File: config.mk
export PLATFORM = sky130hd
export DESIGN_NAME = frame_buf_reader
export DESIGN_NICKNAME = d
export VERILOG_FILES = /design/src/rtl/isp_fb_pkg.sv /design/src/rtl/fb_skid_fifo2.sv /design/src/rtl/frame_buf_reader.sv
export SDC_FILE = /design/constraint.sdc
export NUM_CORES = 1
export LEC_CHECK = 0
export CAP_MARGIN = 30
export CELL_PAD_IN_SITES_DETAIL_PLACEMENT = 1
export CELL_PAD_IN_SITES_GLOBAL_PLACEMENT = 2
export CORE_MARGIN = 2
export CORE_UTILIZATION = 38
export DETAILED_ROUTE_END_ITERATION = 10
export PLACE_DENSITY = 0.95
export SYNTH_ARGS = -nofsm -noshare
export SYNTH_HDL_FRONTEND = slang
export SYNTH_SLANG_ARGS = --single-unit
export TNS_END_PERCENT = 5
File: constraint.sdc
create_clock -name clk -period 5.11 [get_ports clk]
set_clock_uncertainty 0.05 [all_clocks]
set_input_delay 1.022 -clock clk [delete_from_list [all_inputs] [get_ports clk]]
set_output_delay 1.022 -clock clk [all_outputs]
set_load 0.05 [all_outputs]
File: src/rtl/isp_fb_pkg.sv
// rtl/isp_fb_pkg.sv - shared frame buffer geometry, reader FSM states and pixel sideband type
package isp_fb_pkg;

  localparam int FB_ADDR_WIDTH = 14;
  localparam int FB_IMG_W      = 88;
  localparam int FB_IMG_H      = 110;

  typedef enum logic [1:0] {
    IDLE  = 2'd0,
    READ  = 2'd1,
    DRAIN = 2'd2
  } fb_state_e;

  typedef struct packed {
    logic eof;
    logic eol;
    logic sof;
  } fb_sideband_t;

endpackage

File: src/rtl/fb_skid_fifo2.sv
// rtl/fb_skid_fifo2.sv - two-entry skid FIFO with occupancy count and synchronous flush
module fb_skid_fifo2 #(
  parameter int W = 11
) (
  input  logic         clk,
  input  logic         rst,
  input  logic         flush,
  input  logic         push,
  input  logic [W-1:0] din,
  input  logic         pop,
  output logic [W-1:0] dout,
  output logic [1:0]   count
);

  logic [W-1:0] head_q, head_d;
  logic [W-1:0] tail_q, tail_d;
  logic [1:0]   count_q, count_d;

  always_comb begin
    head_d  = head_q;
    tail_d  = tail_q;
    count_d = count_q;
    if (flush) begin
      count_d = 2'd0;
    end else begin
      case ({push, pop})
        2'b10: begin
          if (count_q == 2'd0) head_d = din;
          else                 tail_d = din;
          count_d = count_q + 2'd1;
        end
        2'b01: begin
          head_d  = tail_q;
          count_d = count_q - 2'd1;
        end
        2'b11: begin
          // Full: head advances to the tail slot and the new word takes its place.
          if (count_q == 2'd2) begin
            head_d = tail_q;
            tail_d = din;
          end else begin
            head_d = din;
          end
        end
        default: ;
      endcase
    end
  end

  always_ff @(posedge clk or posedge rst) begin
    if (rst) begin
      head_q  <= '0;
      tail_q  <= '0;
      count_q <= 2'd0;
    end else begin
      head_q  <= head_d;
      tail_q  <= tail_d;
      count_q <= count_d;
    end
  end

  assign dout  = head_q;
  assign count = count_q;

  a_no_overflow: assert property (@(posedge clk) disable iff (rst)
    !(!flush && push && !pop && count_q == 2'd2));
  a_no_underflow: assert property (@(posedge clk) disable iff (rst)
    !(!flush && pop && count_q == 2'd0));

endmodule

File: src/rtl/frame_buf_reader.sv
// rtl/frame_buf_reader.sv - streams one stored frame from the RAM read port as a pixel stream
module frame_buf_reader
  import isp_fb_pkg::*;
#(
  parameter int ADDR_WIDTH = FB_ADDR_WIDTH,
  parameter int DATA_WIDTH = 8,
  parameter int IMG_W      = FB_IMG_W,
  parameter int IMG_H      = FB_IMG_H
) (
  input  logic                  clk,
  input  logic                  rst,
  input  logic                  start,
  input  logic                  abort,
  input  logic [ADDR_WIDTH-1:0] base_addr,
  output logic                  busy,
  output logic                  done,
  output logic [ADDR_WIDTH-1:0] addr_b,
  input  logic [DATA_WIDTH-1:0] dout_b,
  output logic                  m_valid,
  input  logic                  m_ready,
  output logic [DATA_WIDTH-1:0] m_data,
  output logic                  m_sof,
  output logic                  m_eol,
  output logic                  m_eof
);

  localparam int XW = (IMG_W > 1) ? $clog2(IMG_W) : 1;
  localparam int YW = (IMG_H > 1) ? $clog2(IMG_H) : 1;
  localparam int EW = DATA_WIDTH + 3;
  localparam logic [ADDR_WIDTH-1:0] LAST_IDX = ADDR_WIDTH'(IMG_W * IMG_H - 1);
  localparam logic [XW-1:0] X_LAST = XW'(IMG_W - 1);
  localparam logic [YW-1:0] Y_LAST = YW'(IMG_H - 1);

  fb_state_e                state_q, state_d;
  logic [ADDR_WIDTH-1:0]    base_q, base_d;
  logic [ADDR_WIDTH-1:0]    idx_q, idx_d;
  logic [ADDR_WIDTH-1:0]    addr_hold_q, addr_hold_d;
  logic [XW-1:0]            x_q, x_d;
  logic [YW-1:0]            y_q, y_d;
  fb_sideband_t             sb_q, sb_d;
  logic                     inflight_q, inflight_d;
  logic                     done_q, done_d;

  logic [1:0]               fifo_count;
  logic [EW-1:0]            fifo_head;
  fb_sideband_t             head_sb;
  logic                     pop, issue, flush;
  logic [2:0]               occ;
  logic [ADDR_WIDTH-1:0]    addr_issue;

  assign m_valid = (fifo_count != 2'd0);
  assign pop     = m_valid & m_ready;
  assign head_sb = fb_sideband_t'(fifo_head[EW-1:DATA_WIDTH]);
  assign flush   = abort && (state_q != IDLE);

  // Words already owed to the FIFO (stored + in flight) after this cycle's pop must stay below 2.
  assign occ        = {1'b0, fifo_count} + {2'b00, inflight_q} - {2'b00, pop};
  assign issue      = (state_q == READ) && !abort && (occ < 3'd2);
  assign addr_issue = base_q + idx_q;
  assign addr_b     = issue ? addr_issue : addr_hold_q;

  always_comb begin
    state_d     = state_q;
    base_d      = base_q;
    idx_d       = idx_q;
    x_d         = x_q;
    y_d         = y_q;
    sb_d        = sb_q;
    done_d      = 1'b0;
    addr_hold_d = issue ? addr_issue : addr_hold_q;
    inflight_d  = issue;
    case (state_q)
      IDLE: begin
        if (start && !abort) begin
          state_d = READ;
          base_d  = base_addr;
          idx_d   = '0;
          x_d     = '0;
          y_d     = '0;
        end
      end
      READ: begin
        if (abort) begin
          state_d = IDLE;
        end else if (issue) begin
          idx_d    = idx_q + 1'b1;
          sb_d.sof = (x_q == '0) && (y_q == '0);
          sb_d.eol = (x_q == X_LAST);
          sb_d.eof = (x_q == X_LAST) && (y_q == Y_LAST);
          if (x_q == X_LAST) begin
            x_d = '0;
            y_d = y_q + 1'b1;
          end else begin
            x_d = x_q + 1'b1;
          end
          if (idx_q == LAST_IDX) state_d = DRAIN;
        end
      end
      DRAIN: begin
        if (abort) begin
          state_d = IDLE;
        end else if (pop && head_sb.eof) begin
          state_d = IDLE;
          done_d  = 1'b1;
        end
      end
      default: state_d = IDLE;
    endcase
  end

  always_ff @(posedge clk or posedge rst) begin
    if (rst) begin
      state_q     <= IDLE;
      base_q      <= '0;
      idx_q       <= '0;
      addr_hold_q <= '0;
      x_q         <= '0;
      y_q         <= '0;
      sb_q        <= '0;
      inflight_q  <= 1'b0;
      done_q      <= 1'b0;
    end else begin
      state_q     <= state_d;
      base_q      <= base_d;
      idx_q       <= idx_d;
      addr_hold_q <= addr_hold_d;
      x_q         <= x_d;
      y_q         <= y_d;
      sb_q        <= sb_d;
      inflight_q  <= inflight_d;
      done_q      <= done_d;
    end
  end

  fb_skid_fifo2 #(.W(EW)) u_fifo (
    .clk   (clk),
    .rst   (rst),
    .flush (flush),
    .push  (inflight_q),
    .din   ({sb_q, dout_b}),
    .pop   (pop),
    .dout  (fifo_head),
    .count (fifo_count)
  );

  assign busy   = (state_q != IDLE);
  assign done   = done_q;
  assign m_data = m_valid ? fifo_head[DATA_WIDTH-1:0] : '0;
  assign m_sof  = m_valid & head_sb.sof;
  assign m_eol  = m_valid & head_sb.eol;
  assign m_eof  = m_valid & head_sb.eof;

endmodule

==> results of run 1 <==
report_power, final:
part / switching [mW] / internal (mW)
clock network: 0.274 / 0.405
logic: 0.628 / 0.450
registers: 0.130 / 0.869
total: 1.03 / 1.72
state kept, by name (all words and copies together), names as in the netlist:
| signal | count |
|---|---|
| addr_hold_q | 14 |
| base_q | 14 |
| idx_q | 14 |
| u_fifo.dout | 11 |
| u_fifo.tail_q | 11 |
| x_q | 7 |
| y_q | 7 |
| sb_q | 3 |
| state_q | 2 |
| u_fifo.count | 2 |
| done | 1 |
| inflight_q | 1 |
timing repair:
item                                    in CTS  in global routing
resized for setup                            0                  1
endpoints found under the setup margin       0                  1
buffers inserted                             0                  0
layer usage:
| layer | share of wire, % | up-vias | global-route usage (%) |
|---|---|---|---|
| met5 | 0 | - | 0 |
| met4 | 1.7 | 0 | 7.48 |
| met3 | 3.1 | 17 | 2.55 |
| met2 | 51 | 69 | 35.1 |
| met1 | 45 | 1902 | 25.6 |
| li1 | - | 1835 | - |
layout make-up:
class | instances | area share, %
multi-input combinational | 372 | 39.7
sequential | 87 | 37.6
timing repair buffer | 63 | 13.3
tap | 147 | 3.17
clock buffer | 11 | 4.36
inverter | 14 | 0.928
clock inverter | 5 | 0.972
logic make-up (layout without fill, tap and decap cells):
group	Yosys count	count (layout)
XOR/XNOR	20	20
adder cells (fa/ha/maj)	21	21
multiplexers	22	22
buffers and inverters	32	93
AND/OR/NAND/NOR	216	216
AO/OA/AOI/OAI	93	93
flip-flops	87	87
path summary, 6_finish.rpt:
kind	startpoint	end	slack [ns]
max	m_ready	addr_b[12]	0.16
min	u_fifo.dout[5]	u_fifo.dout[5]	0.42
max reg2reg	u_fifo.count[1]	y_q[6]	1.99
min reg2reg	u_fifo.dout[5]	u_fifo.dout[5]	0.42
max in group asynchronous	rst	addr_hold_q[1]	3.19
min in group asynchronous	rst	u_fifo.dout[7]	0.86
through the flow:
| step | power [mW] | cell area, µm² | hold slack [ns] | std cells | TNS (ns) |
|---|---|---|---|---|---|
| floorplan | 1.60 | 4600 | 0.392 | 491 | 0 |
| global placement | 2.04 | 5450 | 0.404 | 682 | 0 |
| detailed placement | 2.09 | 5480 | 0.413 | 683 | 0 |
| CTS | 2.78 | 5790 | 0.427 | 699 | 0 |
| global route | 2.91 | 5800 | 0.479 | 699 | -0.0124 |
| finish | 2.76 | 5800 | 0.424 | 699 | 0 |
synthesized netlist by cell type (2+ instances only):
cell	instances	area share, %
o21a_1	5	0.82
nor4b_1	4	0.76
nor2b_1	2	0.27
or3_1	4	0.54
nor2_1	23	1.9
nor3_1	6	0.65
or4_1	3	0.49
o221ai_1	2	0.38
a2111oi_0	2	0.38
nand2_1	107	8.7
o21ai_0	38	4.1
nand3_1	16	1.7
nor3b_1	3	0.49
mux2i_1	11	2.4
xor2_1	10	1.9
fa_1	2	0.87
a31oi_1	2	0.27
ha_1	19	5.2
mux2_2	11	2.7
clkbuf_1	12	0.98
a211o_1	4	0.76
and3_1	5	0.68
a21o_1	5	0.82
inv_1	13	1.1
o31ai_1	5	0.82
or2_2	2	0.27
nand4_1	15	2.0
xnor2_1	10	1.9
or3b_2	2	0.38
and2_1	14	1.9
a21oi_1	21	2.3
dfrtp_1	87	47
and4_1	2	0.38
buf_2	4	0.44
a211oi_1	2	0.33
nor4_1	3	0.41
worst min-delay path, delay by kind of cell (launching register included):
family          cells  cell delay (ns)
simple gates        1             0.04
flops               1             0.34
compound gates      1             0.06
==> results by stage, run 1 <==
Floorplan:
- From bottom edge to top edge, the die measures 114 µm.
- The number of standard-cell rows in the floorplan is 40.
- The die is 114 µm wide.
- The number of top-level design ports is 55.
- The effective utilization at floorplan is 38.6%.
- The placeable core region is 11,900 µm².
- The floorplan step defined a die boundary enclosing 13,000 µm².

Logic synthesis:
- Yosys mapped a number of flops with a built-in enable equal to 0.
- The adder and majority gate portion of the synthesized area is 6.04%.
- The share of flip-flops with an asynchronous set or reset is 100%.
- The leading register cell type out of synthesis is dfrtp_1.
- Of the total synthesized cell area, the portion taken by AND, OR, NAND and NOR gates is 22.6%.
- Sequential cells were found to cover 47.3% of the synthesized design area.
- The number of distinct standard cells referenced by the synthesized netlist is 51.
- The synthesized area divided by synthesized cell count is 9.37 µm².
- In this run the cell area of the synthesized design comes to 4600 µm².
- Synthesis handed over a netlist of 491 instances.
- The portion of synthesized area spent on multiplexers is 5.08%.
- By area, the combinational part of the netlist is dominated by simple AND/OR/NAND/NOR gates.
- Summing the areas of all compound-gate instances in the mapped netlist gives 12.3% of the synthesized area.
- The net count of the mapped netlist is 539.
- The register bit count reported by yosys is 87.
- For this run, the number of Yosys warnings is 0.
- After Yosys synthesis, XOR and XNOR cells account for 3.81% of the synthesized area.

CTS:
- The cts-stage hold buffer count is 0.
- After clock tree synthesis, the clock-pin slew on the worst setup and hold paths is 0.06 ns.
- Counting the buffers created by CTS gives 9.
- The H-tree depth reported by CTS is 3.
- The maximum buffer depth of the clock tree is 2.
- The CTS tree is done.
- The clock reaches the later pin of the worst-skew pair after 0.34 ns.
- Clock tree synthesis found a total of 87 sinks.
- Clock tree synthesis selected as its root buffer the cell clkbuf_16.

Drt:
- The final route contains 3,823 vias.
- The post-detailed-route DRC marker count is 0.
- The number of nets with antenna violations after detailed routing is 0.
- The routed wire length is 12,200 µm.
- The final routed wire length divided by cell count is 17.5 µm.
- The first TritonRoute pass finished after 4 iterations.
- After detailed routing, the number of vias per cell comes to 5.47.
- The first routing iteration left 126 violations.

Worst setup path:
- The largest fanout of any net on the critical path is 9.
- The slowest library cell on the worst path is clkdlybuf4s50_1.
- The critical path runs through a total of 11 cells.
- Traced cell by cell, the critical path runs through clkdlybuf4s50_1, and3_1, a21o_1, nand2_1, fa_1, xnor2_1, nand3_1, buf_4, or4_1, nand3_1, buf_12.
- The critical path data required time is 4.04 ns.
- The most numerous cell type found on the critical path is nand3_1.
- The critical path launch point type is a primary input.
- The family with the most delay on the worst path is simple AND/OR/NAND/NOR gates.
- The worst setup path is of the in2out kind.
- The critical path's largest stage delay is 0.55 ns.
- Data arrives at the worst endpoint at 3.88 ns.
- Measured in cells, the most critical reg-to-reg path has a length of 10.
- The worst setup path is captured at an output port.
- The buffers plus inverters on the worst setup path is 3.

Timing:
- The hold violation total from the final report came to 0.
- Headroom to the max-slew limit came out at 38.1%.
- The final critical path time including I/O delays and setup is 4.95 ns.
- Setup violations remaining at the end of the flow were counted as 0.
- The post-route clock period utilization is 96.9%.
- Static timing analysis puts the maximum clock frequency at 0.202 GHz.
- For the pin with the worst max-slew slack, the measured transition is 0.924 ns.
- Across all setup checks in the final design, the least slack found is 0.159 ns.
- The total count of max-transition violations in the final report is 0.

Hold path:
- The worst hold path belongs to the class reg2reg.
- The cell count of the worst hold path is 2.

Finish:
- The leading cell type in the layout, fill and taps excluded is nand2_1.
- Cells with a size suffix above 1 make up 11.2% of the layout.
- The number of nets in the finished design is 595.
- For this run, the share of the core covered by cells in the final layout is 48.7%.
- The synthesis-to-finish area growth is 25.9%.
- The antenna cell count is 0.
- The library cells used most frequently in the layout, excluding fill and tap cells, are nand2_1 (107), dfrtp_1 (87), clkdlybuf4s50_1 (40).
- The register area is 2180 µm².
- After filler insertion, the fill cell instance count of the layout stands at 1,364.
- The multi-input combinational cells in the finished layout cover a total of 2300 µm².

Place:
- Timing analysis after detailed placement gives a worst setup slack of 0.151 ns.
- Summed over all nets, the half-perimeter wirelength after detailed placement is 9000 µm.
- At the end of routability-driven placement, the weighted congestion stood at 0.808.
- The number of input and output port buffers inserted is 54.

Global routing:
- After global routing the overflow that remains totals 0.
- The via count of the first global-routing pass is 4,171.
- The initial antenna violation count was 0.
- The total routing resource utilization after global routing is 20.1%.
- The maximum number of pins on one net before global-route repair is 48.
- The wire length of the first global-routing pass is 20,600 µm.

Run:
- The max-capacitance violation count is 0.

Outcome:
- The run finished with clean final reports.

Power and ir drop:
- The largest vdd supply drop is 182 µV.
- The power density over cell area is 475 nW/µm².
- Summed over all cells, the static leakage comes to 2.66 nW.
(Power assumes the default switching activity.)
==> run 2, diff against run 1 <==
--- a/config.mk
+++ b/config.mk
@@ -5,13 +5,14 @@
 export SDC_FILE = /design/constraint.sdc
 export NUM_CORES = 1
 export LEC_CHECK = 0
+export ABC_AREA = 1
 export CAP_MARGIN = 30
 export CELL_PAD_IN_SITES_DETAIL_PLACEMENT = 1
 export CELL_PAD_IN_SITES_GLOBAL_PLACEMENT = 2
 export CORE_MARGIN = 2
-export CORE_UTILIZATION = 38
+export CORE_UTILIZATION = 35
 export DETAILED_ROUTE_END_ITERATION = 10
-export PLACE_DENSITY = 0.95
+export PLACE_DENSITY = 0.94
 export SYNTH_ARGS = -nofsm -noshare
 export SYNTH_HDL_FRONTEND = slang
 export SYNTH_SLANG_ARGS = --single-unit
==> results by stage, run 2 <==
Power and ir drop:
- The cell leakage power is 2.98 nW.
- The power density over cell area is 449 nW/µm².
- Across the VDD grid, the largest voltage drop is 228 µV.
- Power comes to 2.70 mW.

Logic synthesis:
- Dividing the synthesized area by the synthesized cell count gives 7.47 µm².
- The synthesized design devotes to its leading area cell type 43.1% of total area.
- After Yosys synthesis, full adders, half adders and majority gates account for 5.50% of the synthesized area.
- The gate count after technology mapping is 676.
- The multiplexer share of the synthesized area is 0%.
- The main combinational cell family by area after synthesis is simple AND/OR/NAND/NOR gates.
- The compound-gate portion of the synthesized area is 9.81%.
- Counting flops and latches in the post-synthesis netlist gives 87.
- nand2_1 is the most common cell in the netlist.
- Of all flip-flops after synthesis, the portion carrying an async set or reset was 100%.
- Yosys mapped the design onto 42 distinct sky130hd cell types.
- The count of warnings emitted by yosys is 0.
- Summing every instance area after synthesis gives 5050 µm².
- The leading register cell type out of synthesis is dfrtp_1.
- Of the total synthesized cell area, the portion taken by AND, OR, NAND and NOR gates is 30.3%.
- The number of enable-type register cells in the synthesized netlist is 0.
- Ranked by total cell area, the synthesized netlist is headed by dfrtp_1 (43%), nand2_1 (17%), inv_1 (6.7%).
- The xor/xnor share of the synthesized area is 1.73%.
- Sequential elements use 43.1% of the synthesized area.
- The biggest area contributor in the post-synthesis netlist is dfrtp_1.
- The net count of the mapped netlist is 724.
- Ranked by instance count, the synthesized netlist is headed by nand2_1 (227), inv_1 (90), dfrtp_1 (87).

Worst setup path:
- The arrival time reported for the critical path endpoint is 3.80 ns.
- The critical path launch point type is a primary input.
- The most prevalent standard cell on the critical path is o21ai_0.
- The start point of the critical path is m_ready.
- Walking the worst path, the cells encountered are clkdlybuf4s50_1, inv_1, nor2_1, o21ai_0, fa_1, nand3_1, nor2_4, inv_2, o21ai_0, buf_12.
- Setup slack on the worst reg-to-reg path comes out at 1.76 ns.
- The setup path with the least slack is of type in2out.
- The number of cells on the worst reg-to-reg path is 15.
- The family with the most delay on the worst path is buffers and inverters.
- The slowest library cell on the worst path is fa_1.
- Counting both buffers and inverters, the worst setup path holds a total of 4.
- The largest fanout of any net on the critical path is 21.
- The critical path depth in cells is 10.
- The startpoint of the worst register-to-register path is u_fifo.count[1].
- The critical path capture point is addr_b[2].
- The sort of element at the end of the critical path is an output port.
- The capture point of the worst reg-to-reg path is y_q[4].
- STA puts the critical path data required time at 4.04 ns.
- The critical path's largest stage delay is 0.52 ns.

Timing:
- For the final routed database, the setup TNS stands at 0 ns.
- Setup repair after global routing left no endpoint under its margin.
- The total count of max-transition violations in the final report is 0.
- The timing-limited maximum frequency is 0.205 GHz.
- Setup violations remaining at the end of the flow were counted as 0.
- The clock period could shrink to 4.87 ns.
- The post-route clock period utilization is 95.3%.
- The hold violation total from the final report was 0.
- The worst pin sits at a relative slew slack of 39.6%.
- The measured slew at the worst slew-check pin is 0.904 ns.

Floorplan:
- The number of top-level design ports is 55.
- The placeable core region is 14,000 µm².
- The height of the die is 124 µm.
- In this run the horizontal extent of the chip is 124 µm.
- The overall die area is 15,400 µm².
- The effective utilization at floorplan is 36.1%.
- After floorplanning, the core was divided into 43 placement rows.

Drt:
- The detail route stage leaves a number of antenna-violating nets equal to 0.
- For this run, design rule violations remaining after detail routing come to 0.
- The count of TritonRoute iterations in the first routing pass is 4.
- The number of vias per cell is 4.99.
- The first routing iteration left 221 violations.
- Dividing the detail-routed wire length by the instance count gives 15.1 µm.
- The routed wire length is 13,800 µm.
- The routed layout has 4,545 vias.

CTS:
- The post-CTS setup buffer count is 0.
- TritonCTS created 9 clock buffers.
- The number of gates resized after CTS was 0.
- The clock reaches the later pin of the worst-skew pair after 0.35 ns.
- The number of sinks handled by clock tree synthesis is 87.
- TritonCTS built the clock tree.
- Hold repair after CTS inserted 0 buffers.
- The clock transition time at the flip-flop clock pins of the worst setup and hold paths is 0.07 ns.
- The tree is rooted in a clkbuf_16.
- The H-tree depth reported by CTS is 3.
- The maximum buffer depth of the clock tree is 2.

Global routing:
- The routing usage on met2 is 33.0%.
- The via count of the first global-routing pass was 4,829.
- The met1 track utilization from global routing is 25.8%.
- Entering global routing, the biggest net connects 44 pins.
- The most crowded layer after global routing is met2.
- Summed over all layers, the global routing overflow is 0.
- The wire length of the first global-routing pass is 23,400 µm.
- In the global route stage, met3 resource usage came out at 2.20%.
- The initial antenna violation count was 0.
- Global routing used 19.5% of the available tracks across all layers.

Finish:
- The synthesis-to-finish area growth is 19.3%.
- The library cells used most frequently in the layout, excluding fill and tap cells, are nand2_1 (227), inv_1 (89), dfrtp_1 (87).
- The largest registers in the layout are addr_hold_q (14), base_q (14), idx_q (14).
- Of the cells placed in the final design, the portion with a size suffix greater than 1 is 7.12%.
- The filler-free cell count of the finished design is 910.
- In the final design database the tool counted 774 nets.
- The leading cell type in the layout, fill and taps excluded is nand2_1.
- The number of antenna diodes in the final layout is 0.
- For this run, the share of the core covered by cells in the final layout is 43.1%.

Outcome:
- The run finished with clean final reports.

Place:
- The number of input and output port buffers inserted is 54.
- The last weighted congestion value of the routability-driven placer is 0.862.
- The total instance count after detailed placement is 895.
- Detailed placement ended at an HPWL of 10,300 µm.

Run:
- Across the run, the number of max-cap violations was 0.

Hold path:
- The type of the most critical hold path is reg2reg.
==> run 2: changes by cell type after synthesis, moves of 7 or more <==
cell | previous run | this run
a21oi_1 | 21 | 11
and2_1 | 14 | 0
xnor2_1 | 10 | 3
nor2_1 | 23 | 58
nand2_1 | 107 | 227
nand3_1 | 16 | 29
inv_1 | 13 | 90
o211ai_1 | 0 | 11
o21ai_1 | 0 | 7
mux2_2 | 11 | 0
mux2i_1 | 11 | 0
==> run 2: final cells by class <==
| type | count | area, µm² |
|---|---|---|
| multi-input cells | 474 | 2390 |
| repair buffers | 59 | 606 |
| flip-flops and latches | 87 | 2180 |
| fillers | 1719 | 7960 |
| clock inverters | 5 | 36.3 |
| well taps | 180 | 225 |
| clock buffers | 10 | 229 |
| inverters | 95 | 360 |
==> run 2: worst min-delay path, stage by stage (launching register included) <==
cell and delay [ns]:
dfrtp_1 0.32, nand2_1 0.05, nand2_1 0.07
==> run 2: report_power, final <==
| part | switching (mW) | internal [mW] | leakage (nW) |
|---|---|---|---|
| clock | 0.289 | 0.327 | 0.121 |
| combinational | 0.726 | 0.367 | 1.71 |
| sequential | 0.114 | 0.881 | 1.14 |
==> run 2: logic make-up after synthesis <==
| family | count (synthesis) |
|---|---|
| XOR/XNOR | 10 |
| adder cells (fa/ha/maj) | 21 |
| AO/OA/AOI/OAI | 83 |
| flip-flops | 87 |
| AND/OR/NAND/NOR | 360 |
| buffers and inverters | 115 |
==> run 2: worst min-delay path by stage <==
stage                               from        endpoint  slack [ns]  cells past startpoint
after floorplan                base_q[0]       base_q[0]        0.40                      2
after global placement         base_q[0]       base_q[0]        0.41                      2
after detailed placement       base_q[3]       base_q[3]        0.42                      2
after CTS                      base_q[3]       base_q[3]        0.43                      2
after global routing           base_q[3]       base_q[3]        0.46                      2
final                     addr_hold_q[9]  addr_hold_q[9]        0.43                      2
==> run 2: stage by stage <==
stage | hold WS (ns) | setup WS (ns) | instance area (µm²)
after floorplan | 0.398 | 0.438 | 5050
after global placement | 0.412 | 0.386 | 5740
after detailed placement | 0.415 | 0.189 | 5760
after CTS | 0.433 | 0.173 | 6020
after global routing | 0.464 | 0.0664 | 6020
final | 0.431 | 0.238 | 6020
==> run 2: routing by layer <==
layer	routed length, µm	up-vias
met4	193	0
met2	6640	44
met3	294	11
li1	-	2249
met5	0	-
met1	6650	2241
